## config.mk

```make
export PLATFORM = sky130hd
export DESIGN_NAME = axis_trigger_capture
export DESIGN_NICKNAME = d
export VERILOG_FILES = /design/src/rtl/axis_trigger_capture.sv
export SDC_FILE = /design/constraint.sdc
export NUM_CORES = 1
export LEC_CHECK = 0
export ABC_CLOCK_PERIOD_IN_PS = 2170
export CORE_AREA = 2 2 102 104
export CTS_CLUSTER_SIZE = 8
export DETAILED_ROUTE_END_ITERATION = 10
export DIE_AREA = 0 0 104 106
export PLACE_DENSITY = 0.65
export SYNTH_ARGS = -nofsm -noshare
export SYNTH_HDL_FRONTEND = slang
export SYNTH_SLANG_ARGS = --single-unit
```

## constraint.sdc

```tcl
create_clock -name aclk -period 2.17 [get_ports aclk]
set_input_delay 0.217 -clock aclk [delete_from_list [all_inputs] [get_ports aclk]]
set_output_delay 0.217 -clock aclk [all_outputs]
set_load 0.02 [all_outputs]
```

## src/rtl/axis_trigger_capture.sv

```systemverilog
`default_nettype none
// ============================================================================
// Module      : axis_trigger_capture
// Description : Trigger-gated AXI-Stream window. A rising edge on trigger_in
//               opens a window of CAPTURE_LEN beats. The window connects the
//               slave stream straight to the master stream with no buffering
//               and no added latency. Outside a window, upstream samples are
//               accepted and dropped.
//
// Parameters  : DATA_W       sample bus width in bits
//               CAPTURE_LEN  beats forwarded per trigger (1 .. 65536)
//
// Ports       : aclk           single clock, rising edge
//               aresetn        synchronous, active-low reset
//               trigger_in     periodic trigger pulse, any width
//               s_axis_*       upstream stream (tdata / tvalid / tready)
//               m_axis_*       downstream stream (tdata / tvalid / tready / tlast)
//               busy           high while a capture window is open
//               overrun        sticky: a trigger edge arrived during a window
//               trig_period    (optional) cycles between the last two edges
//               trig_count     (optional) number of detected edges, wrapping
//
// Options     : define TRIG_PERIOD_MON_EN to add trig_period / trig_count.
//
// Revision    : 1.0 - initial release
// ============================================================================
module axis_trigger_capture #(
    parameter int unsigned DATA_W      = 128,
    parameter int unsigned CAPTURE_LEN = 1024
) (
    input  logic              aclk,
    input  logic              aresetn,
    input  logic              trigger_in,
    input  logic [DATA_W-1:0] s_axis_tdata,
    input  logic              s_axis_tvalid,
    output logic              s_axis_tready,
    output logic [DATA_W-1:0] m_axis_tdata,
    output logic              m_axis_tvalid,
    input  logic              m_axis_tready,
    output logic              m_axis_tlast,
    output logic              busy,
    output logic              overrun
`ifdef TRIG_PERIOD_MON_EN
    ,
    output logic [31:0]       trig_period,
    output logic [31:0]       trig_count
`endif
);

    // One spare bit over the minimum so CAPTURE_LEN = 2^n still fits its
    // last index comfortably and CAPTURE_LEN = 1 yields a 1-bit counter.
    localparam int unsigned        c_CNT_W     = $clog2(CAPTURE_LEN) + 1;
    localparam logic [c_CNT_W-1:0] c_LAST_BEAT = c_CNT_W'(CAPTURE_LEN - 1);

    typedef enum logic [0:0] {
        ST_IDLE    = 1'b0,
        ST_CAPTURE = 1'b1
    } state_t;

    state_t             state_q;
    state_t             state_d;
    logic [c_CNT_W-1:0] beat_cnt_q;
    logic [c_CNT_W-1:0] beat_cnt_d;
    logic               overrun_q;
    logic               overrun_d;
    // Previous-cycle copy of trigger_in, used for edge detection.
    logic               trig_prev_q;

    logic               trig_rise;
    logic               m_hs;
    logic               last_beat;

    // A held-high trigger produces one edge only; cleared on reset so that
    // a trigger already high when reset releases counts as a new edge.
    assign trig_rise = trigger_in & ~trig_prev_q;
    assign overrun   = overrun_q;

    // ------------------------------------------------------------------------
    // State register
    // ------------------------------------------------------------------------
    always_ff @(posedge aclk) begin
        if (!aresetn) begin
            state_q     <= ST_IDLE;
            beat_cnt_q  <= '0;
            overrun_q   <= 1'b0;
            trig_prev_q <= 1'b0;
        end else begin
            state_q     <= state_d;
            beat_cnt_q  <= beat_cnt_d;
            overrun_q   <= overrun_d;
            trig_prev_q <= trigger_in;
        end
    end

    // ------------------------------------------------------------------------
    // Next state and outputs
    // ------------------------------------------------------------------------
    always_comb begin
        state_d       = state_q;
        beat_cnt_d    = beat_cnt_q;
        overrun_d     = overrun_q;
        s_axis_tready = 1'b1;
        m_axis_tdata  = '0;
        m_axis_tvalid = 1'b0;
        m_axis_tlast  = 1'b0;
        busy          = 1'b0;
        m_hs          = 1'b0;
        last_beat     = (beat_cnt_q == c_LAST_BEAT);

        unique case (state_q)
            ST_IDLE: begin
                // Upstream is drained while idle so it never backs up.
                if (trig_rise) begin
                    state_d    = ST_CAPTURE;
                    beat_cnt_d = '0;
                end
            end

            ST_CAPTURE: begin
                busy          = 1'b1;
                // Pure wire-through: every AXI-Stream stability guarantee on
                // the master side is inherited from the upstream source.
                m_axis_tdata  = s_axis_tdata;
                m_axis_tvalid = s_axis_tvalid;
                s_axis_tready = m_axis_tready;
                m_axis_tlast  = last_beat;
                m_hs          = s_axis_tvalid & m_axis_tready;

                // Edges during a window (including the tlast cycle) are lost.
                if (trig_rise) begin
                    overrun_d = 1'b1;
                end

                if (m_hs) begin
                    if (last_beat) begin
                        state_d    = ST_IDLE;
                        beat_cnt_d = '0;
                    end else begin
                        beat_cnt_d = beat_cnt_q + c_CNT_W'(1);
                    end
                end
            end

            default: begin
                state_d    = ST_IDLE;
                beat_cnt_d = '0;
            end
        endcase
    end

`ifdef TRIG_PERIOD_MON_EN
    // ------------------------------------------------------------------------
    // Trigger period / count monitor
    // ------------------------------------------------------------------------
    logic [31:0] elapsed_q;
    logic [31:0] period_q;
    logic [31:0] count_q;
    logic        seen_edge_q;

    // elapsed_q holds the number of cycles since the most recent edge, so on
    // the next edge it is exactly the edge-to-edge distance. It saturates so
    // a very long gap reports all-ones instead of wrapping.
    always_ff @(posedge aclk) begin
        if (!aresetn) begin
            elapsed_q   <= '0;
            period_q    <= '0;
            count_q     <= '0;
            seen_edge_q <= 1'b0;
        end else if (trig_rise) begin
            elapsed_q   <= 32'd1;
            count_q     <= count_q + 32'd1;
            seen_edge_q <= 1'b1;
            if (seen_edge_q) begin
                period_q <= elapsed_q;
            end
        end else if (elapsed_q != 32'hFFFF_FFFF) begin
            elapsed_q <= elapsed_q + 32'd1;
        end
    end

    assign trig_period = period_q;
    assign trig_count  = count_q;
`endif

endmodule
`default_nettype wire

```

==> results.md, run 1 <==
- Share of flip-flops with an asynchronous set or reset: 0
- CP Data Required Time: 1.95 ns
- Netlist cell types: 33
- Vias/cell: 4.05
- Sequential-to-total area share from yosys stat: 0.177
- Fin crit share: 0.946
- Worst Tran Pin Value: 0.457 ns
- Slew Limit Fails: 0
- Vias in the first global route: 2498
- Setup CP Type: reg -> out
- Primary FF master, synth: dfxtp_1
- Die X: 104 um
- Wire per inst: 14.4 um
- MaxCap Viol Count: 0
- Yosys top cell by area: and2_1
- Initial antenna violation count: 0
- Minimum clock period: 2.05 ns
- HPWL after detailed placement: 7630 um
- Register area: 284 um2
- Largest net degree at the start of global routing: 59
- Total CTS buffers: 3
- Total global routing overflow: 0
- Global-route wire length before repair: 13100 um
- GPL Wtd Cong: 0.884
- Syn Inst Count: 225
- Post-route setup TNS: 0 ns
- Area delta synth->final: 181%
- Synthesized Nets: 359
- H-Tree Depth: 1
- Crit. End Element: primary output
- ANT nets after route: 0
- Final Skew: 0.00272 ns
- Post-synth top area share: 0.517
- Yosys warning total: 0
- Clock sink count: 14
- RSZ-0062 raised after global routing: no
- Drt first pass iters: 4
- Starting Density: 0.158
- CTS max path bufs: 2
- Fin util: 0.446
- WP data arrival: 1.84 ns
- Synthesized cell area: 1580 um2
- Ant diodes: 0
- Power density cells: 305 nW/um2
- Crit path max-delay cell type: dfxtp_1
- Static Leak: 1.65 nW
- Ports: 266
- Cell Rows: 37
- Critical path's largest stage delay: 0.37 ns
- # setup viols final: 0
- Final net count: 617
- Vias: 2500
- Remaining DRCs: 0
- Synth Register Bits: 14
- Post-synth EDFFs: 0
- Skew-Pair Late Insertion Delay: 0.25 ns
- Peak Freq: 487 MHz
- Core footprint: 10000 um2
- DRT Wirelength: 8930 um
- Port Buf Inserts: 265
- Clock transition at path regs: 0.06 ns
- Worst relative slew slack: 0.694
- Power Total: 0.00136 W
- Layout cells sized above 1: 0.0311
- Multi-input gate area: 1230 um2
- CTS tree: done
- Peak supply drop: 0.162 mV
- Fin. Hold Viols: 0
- CP Launch Type: flip-flop
- Status: completed
- Post-synth top cells: and2_1 (131), clkbuf_1 (15), dfxtp_1 (14)
- Chip Height: 106 um
- All-layer global routing usage: 0.150
- Worst-path fanout max: 4
- Most common cell in the netlist: and2_1
- Filler Cells Inserted: 999
- Syn avg cell area: 7.04 um2
- Worst-path cell chain: ha_1, and4_4, nand3_1, nor2_1, and2_1, clkdlybuf4s15_1
- Hold-fix buffers, CTS: 0
- Root Driver: clkbuf_8
- Initial DRC count: 51
- HP Class: reg -> reg
- Largest cells by area after synthesis: and2_1 (52%), dfxtp_1 (18%), clkbuf_1 (3.6%)
- Die ar.: 11000 um2
## path summary, 6_finish.rpt
| check | to | depth (start not counted) | slack, ns | start |
|---|---|---|---|---|
| worst max-delay path | m_axis_tlast | 6 | 0.12 | beat_cnt_q[0]$_SDFFE_PN0P_ |
| worst min-delay path | overrun$_SDFFE_PN0P_ | 2 | 0.47 | overrun$_SDFFE_PN0P_ |
| worst max register to register | beat_cnt_q[8]$_SDFFE_PN0P_ | 5 | 0.45 | state_q$_SDFF_PN0_ |
| worst min register to register | overrun$_SDFFE_PN0P_ | 2 | 0.47 | overrun$_SDFFE_PN0P_ |
## kinds of logic after synthesis
logic type | after synthesis | share of synthesized area
buffers and inverters | 18 | 0.0474
AO/OA/AOI/OAI | 24 | 0.109
multiplexers | 1 | 0.00632
adder cells (fa/ha/maj) | 1 | 0.00790
AND/OR/NAND/NOR | 166 | 0.647
flip-flops | 14 | 0.177
XOR/XNOR | 1 | 0.00553
## timing repair
item                       CTS  global route
setup endpoints to repair    1             2
setup buffers                0             1
gates resized for setup      1             1
## sequential cells by signal (all words and copies together), names as in the netlist
name and count:
beat_cnt_q 11, overrun 1, state_q 1, trig_prev_q 1
## worst max-delay path: cells and delay by family, from the launching register on
family                   cells  cell delay (ns)
adder cells (fa/ha/maj)      1             0.22
AND/OR/NAND/NOR              4             0.67
flip-flops                   1             0.37
buffers and inverters        1             0.32
## routing by layer
metal / share of wire / track usage / wire length, um
met1: 0.35 / 0.146 / 3150
met4: 0.013 / 0.0347 / 114
met5: 0 / 0 / 0
met3: 0.11 / 0.0552 / 994
met2: 0.52 / 0.300 / 4670
## report_power, final
part	total (W)	internal [W]	switching, W
Sequential	0.000271	0.000261	0.00000989
Clock	0.000261	0.000161	0.000100
Combinational	0.000826	0.000492	0.000334
Total	0.00136	0.000915	0.000444
## metrics by stage
step	cells	area (um2)	setup WS (ns)	hold WS, ns
floorplan	225	1580	0.602	0.339
global placement	613	4390	0.100	0.458
detailed placement	613	4390	0.0805	0.459
CTS	617	4440	0.0704	0.480
global route	618	4460	0.00295	0.515
finish	618	4460	0.118	0.473
## layout by cell type (no fill, tap or decap), types with 4 or more instances in the layout
cell	instances
o21ai_0	6
and2_1	131
nand2_1	4
dfxtp_1	13
nand3_1	6
nor2_1	9
clkdlybuf4s50_1	264
a21oi_1	9
clkbuf_8	4
## layout make-up
class                      count  area share
inverter                       2     0.00168
multi-input combinational    193       0.276
tap                          136      0.0382
sequential                    14      0.0637
timing repair buffer         269       0.608
clock buffer                   4      0.0124
No activity file was read; power rests on OpenSTA's default activity.
==> run 2: changes to the inputs <==
CORE_AREA = 3 3 103 105   (was 2 2 102 104)
DIE_AREA = 0 0 106 108   (was 0 0 104 106)
==> run 2 against run 1 <==
  * Register-to-register slack better by 0.04 ns
  * Via count is 0.40% lower
  * Clock power is 14% lower
  * Hold slack better by 0.018 ns
  * Utilization is 0.97 points higher
  * Largest cell class unchanged
==> results.md, run 2 (synthesis results as in run 1) <==
- Status: completed
- Worst Tran Pin Value: 0.454 ns (-0.00275 ns)
- Root Driver: clkbuf_8
- Remaining DRCs: 0 (unchanged)
- Uppermost routed layer: met4
- DRT Wirelength: 9080 um (+1.7%)
- Clock transition at path regs: 0.06 ns (about the same)
- Ports: 266 (unchanged)
- Initial DRC count: 82 (+61%)
- CP Depth: 6 (unchanged)
- H-Tree Depth: 1 (unchanged)
- Die ar.: 11400 um2 (+3.8%)
- Critical path's largest stage delay: 0.38 ns (about the same)
- Power Total: 0.00132 W (-3.0%)
- Core footprint: 9730 um2 (-2.7%)
- Skew-Pair Late Insertion Delay: 0.24 ns (about the same)
- Slew Limit Fails: 0 (unchanged)
- HPWL after detailed placement: 7950 um (+4.2%)
- WL met3: 1120 um (+13%)
- Peak supply drop: 0.135 mV (-17%)
- M1 WL: 3040 um (-3.6%)
- Chip Height: 108 um (+1.9%)
- Final net count: 616 (-0.16%)
- GPL Wtd Cong: 0.875 (-0.97%)
- Worst r2r path cells: 5 (unchanged)
- Starting Density: 0.163 (+0.00440)
- Minimum clock period: 2.06 ns (+0.00993 ns)
- Peak Freq: 485 MHz (-0.48%)
- # setup viols final: 0 (unchanged)
- Port Buf Inserts: 265 (unchanged)
- Total global routing overflow: 0 (unchanged)
- MaxCap Viol Count: 0 (unchanged)
- Fin. Hold Viols: 0 (unchanged)
- Worst hold path cell count: 2 (unchanged)
- DP Cell Count: 610 (-0.49%)
- Vias/cell: 4.06 (+0.25%)
- HP Class: reg -> reg
- DP Area: 4390 um2 (about the same)
- Ant diodes: 0 (unchanged)
- Layout cells sized above 1: 0.0270 (-0.00409)
- Global-route wire length before repair: 13700 um (+4.5%)
- Fin crit share: 0.950 (+0.00458)
- Total CTS buffers: 3 (unchanged)
- DR WL met2: 4810 um (+3.1%)
- CP Launch Type: flip-flop
- Clock sink count: 14 (unchanged)
- ANT nets after route: 0 (unchanged)
- RSZ-0062 raised after global routing: no
- WP data arrival: 1.85 ns (about the same)
- Final Skew: 0.00396 ns (+0.00124 ns)
- Drt first pass iters: 4 (unchanged)
- CP Data Required Time: 1.95 ns (about the same)
- Initial antenna violation count: 0 (unchanged)
- Fin area: 4430 um2 (-0.59%)
- Final Non-Filler Cells: 614 (-0.65%)
- Die X: 106 um (+1.9%)
- Post-route setup TNS: 0 ns (unchanged)
- Wire per inst: 14.8 um (+2.4%)
- All-layer global routing usage: 0.150 (about the same)
- Fin util: 0.455 (+0.00968)
- Vias in the first global route: 2546 (+1.9%)
- Setup Fix Bufs, Post-CTS: 0 (unchanged)
- Worst relative slew slack: 0.696 (+0.00184)
- Worst-path cell chain: ha_1, and4_4, nand3_1, nor2_1, and2_1, dlygate4sd2_1
- Area delta synth->final: 180%
- Hold-fix buffers, CTS: 0 (unchanged)
- Crit. End Element: primary output
- Static Leak: 1.64 nW (-0.51%)
- CTS max path bufs: 2 (unchanged)
- Commonest cells after routing, fill and taps aside: clkdlybuf4s50_1 (264), and2_1 (131), dfxtp_1 (13)
- Setup CP Type: reg -> out
- Power density cells: 297 nW/um2 (-2.5%)
- Crit path max-delay cell type: dfxtp_1
- Reg with most FFs: beat_cnt_q
- Max reg flops: 11 (unchanged)
- CTS tree: done
- Top delay family on crit path: simple AND/OR/NAND/NOR gates
- Vias: 2490 (-0.40%)
- Worst-path fanout max: 4 (unchanged)
- Largest net degree at the start of global routing: 77 (+31%)
- Commonest non-fill, non-tap cell in the layout: clkdlybuf4s50_1
- Buf/Inv on CP: 1 (unchanged)
- Cell Rows: 36 (-2.7%)
[run 2: cell types whose count changed in the layout (fill, tap and decap cells not counted), sizes merged]
cell,delta
buf,-1
clkdlybuf4s15,-1
dlygate4sd2,+1
[run 2: power by group]
part	internal, W	total, W	switching, W
sequential	0.000261	0.000265	0.00000409
combinational	0.000490	0.000828	0.000339
clock	0.000130	0.000224	0.0000939
total	0.000881	0.00132	0.000437
[run 2: stage by stage]
stage	hold WS, ns	setup WS, ns
3_3_place_gp	0.457	0.137
3_5_place_dp	0.461	0.0880
4_1_cts	0.490	0.0909
2_1_floorplan	0.339	0.602
6_report	0.491	0.108
5_1_grt	0.503	0.0336
[run 2: path summary, 6_finish.rpt]
| check | endpoint | slack [ns] | start |
|---|---|---|---|
| setup / recovery | m_axis_tlast | 0.11 | beat_cnt_q[0]$_SDFFE_PN0P_ |
| hold reg to reg | overrun$_SDFFE_PN0P_ | 0.49 | overrun$_SDFFE_PN0P_ |
| hold / removal | overrun$_SDFFE_PN0P_ | 0.49 | overrun$_SDFFE_PN0P_ |
| setup reg to reg | beat_cnt_q[7]$_SDFFE_PN0P_ | 0.49 | beat_cnt_q[0]$_SDFFE_PN0P_ |
[run 2: routing by layer]
layer  vias up  GRT usage
li1       1237          -
met1      1075      0.144
met2       170      0.303
met3         8     0.0573
met4         0     0.0296
met5         -          0
[run 2: what timing repair did]
| item | in CTS | in global routing |
|---|---|---|
| hold endpoints to repair | 0 | 0 |
| setup endpoints to repair | 1 | 0 |
| resized for setup | 1 | 0 |
[run 2: final cells by class]
class / instances / area [um2]
inverters: 2 / 7.51
flip-flops and latches: 14 / 284
well taps: 133 / 166
fillers: 975 / 5300
multi-input cells: 193 / 1230
clock buffers: 4 / 45.0
repair buffers: 268 / 2700
[run 2: worst reg2reg max path: stages (launching register included)]
cell and delay [ns]:
dfxtp_1 0.34, ha_1 0.24, and4_4 0.22, a41oi_4 0.37, a41oi_1 0.18, a311oi_2 0.24
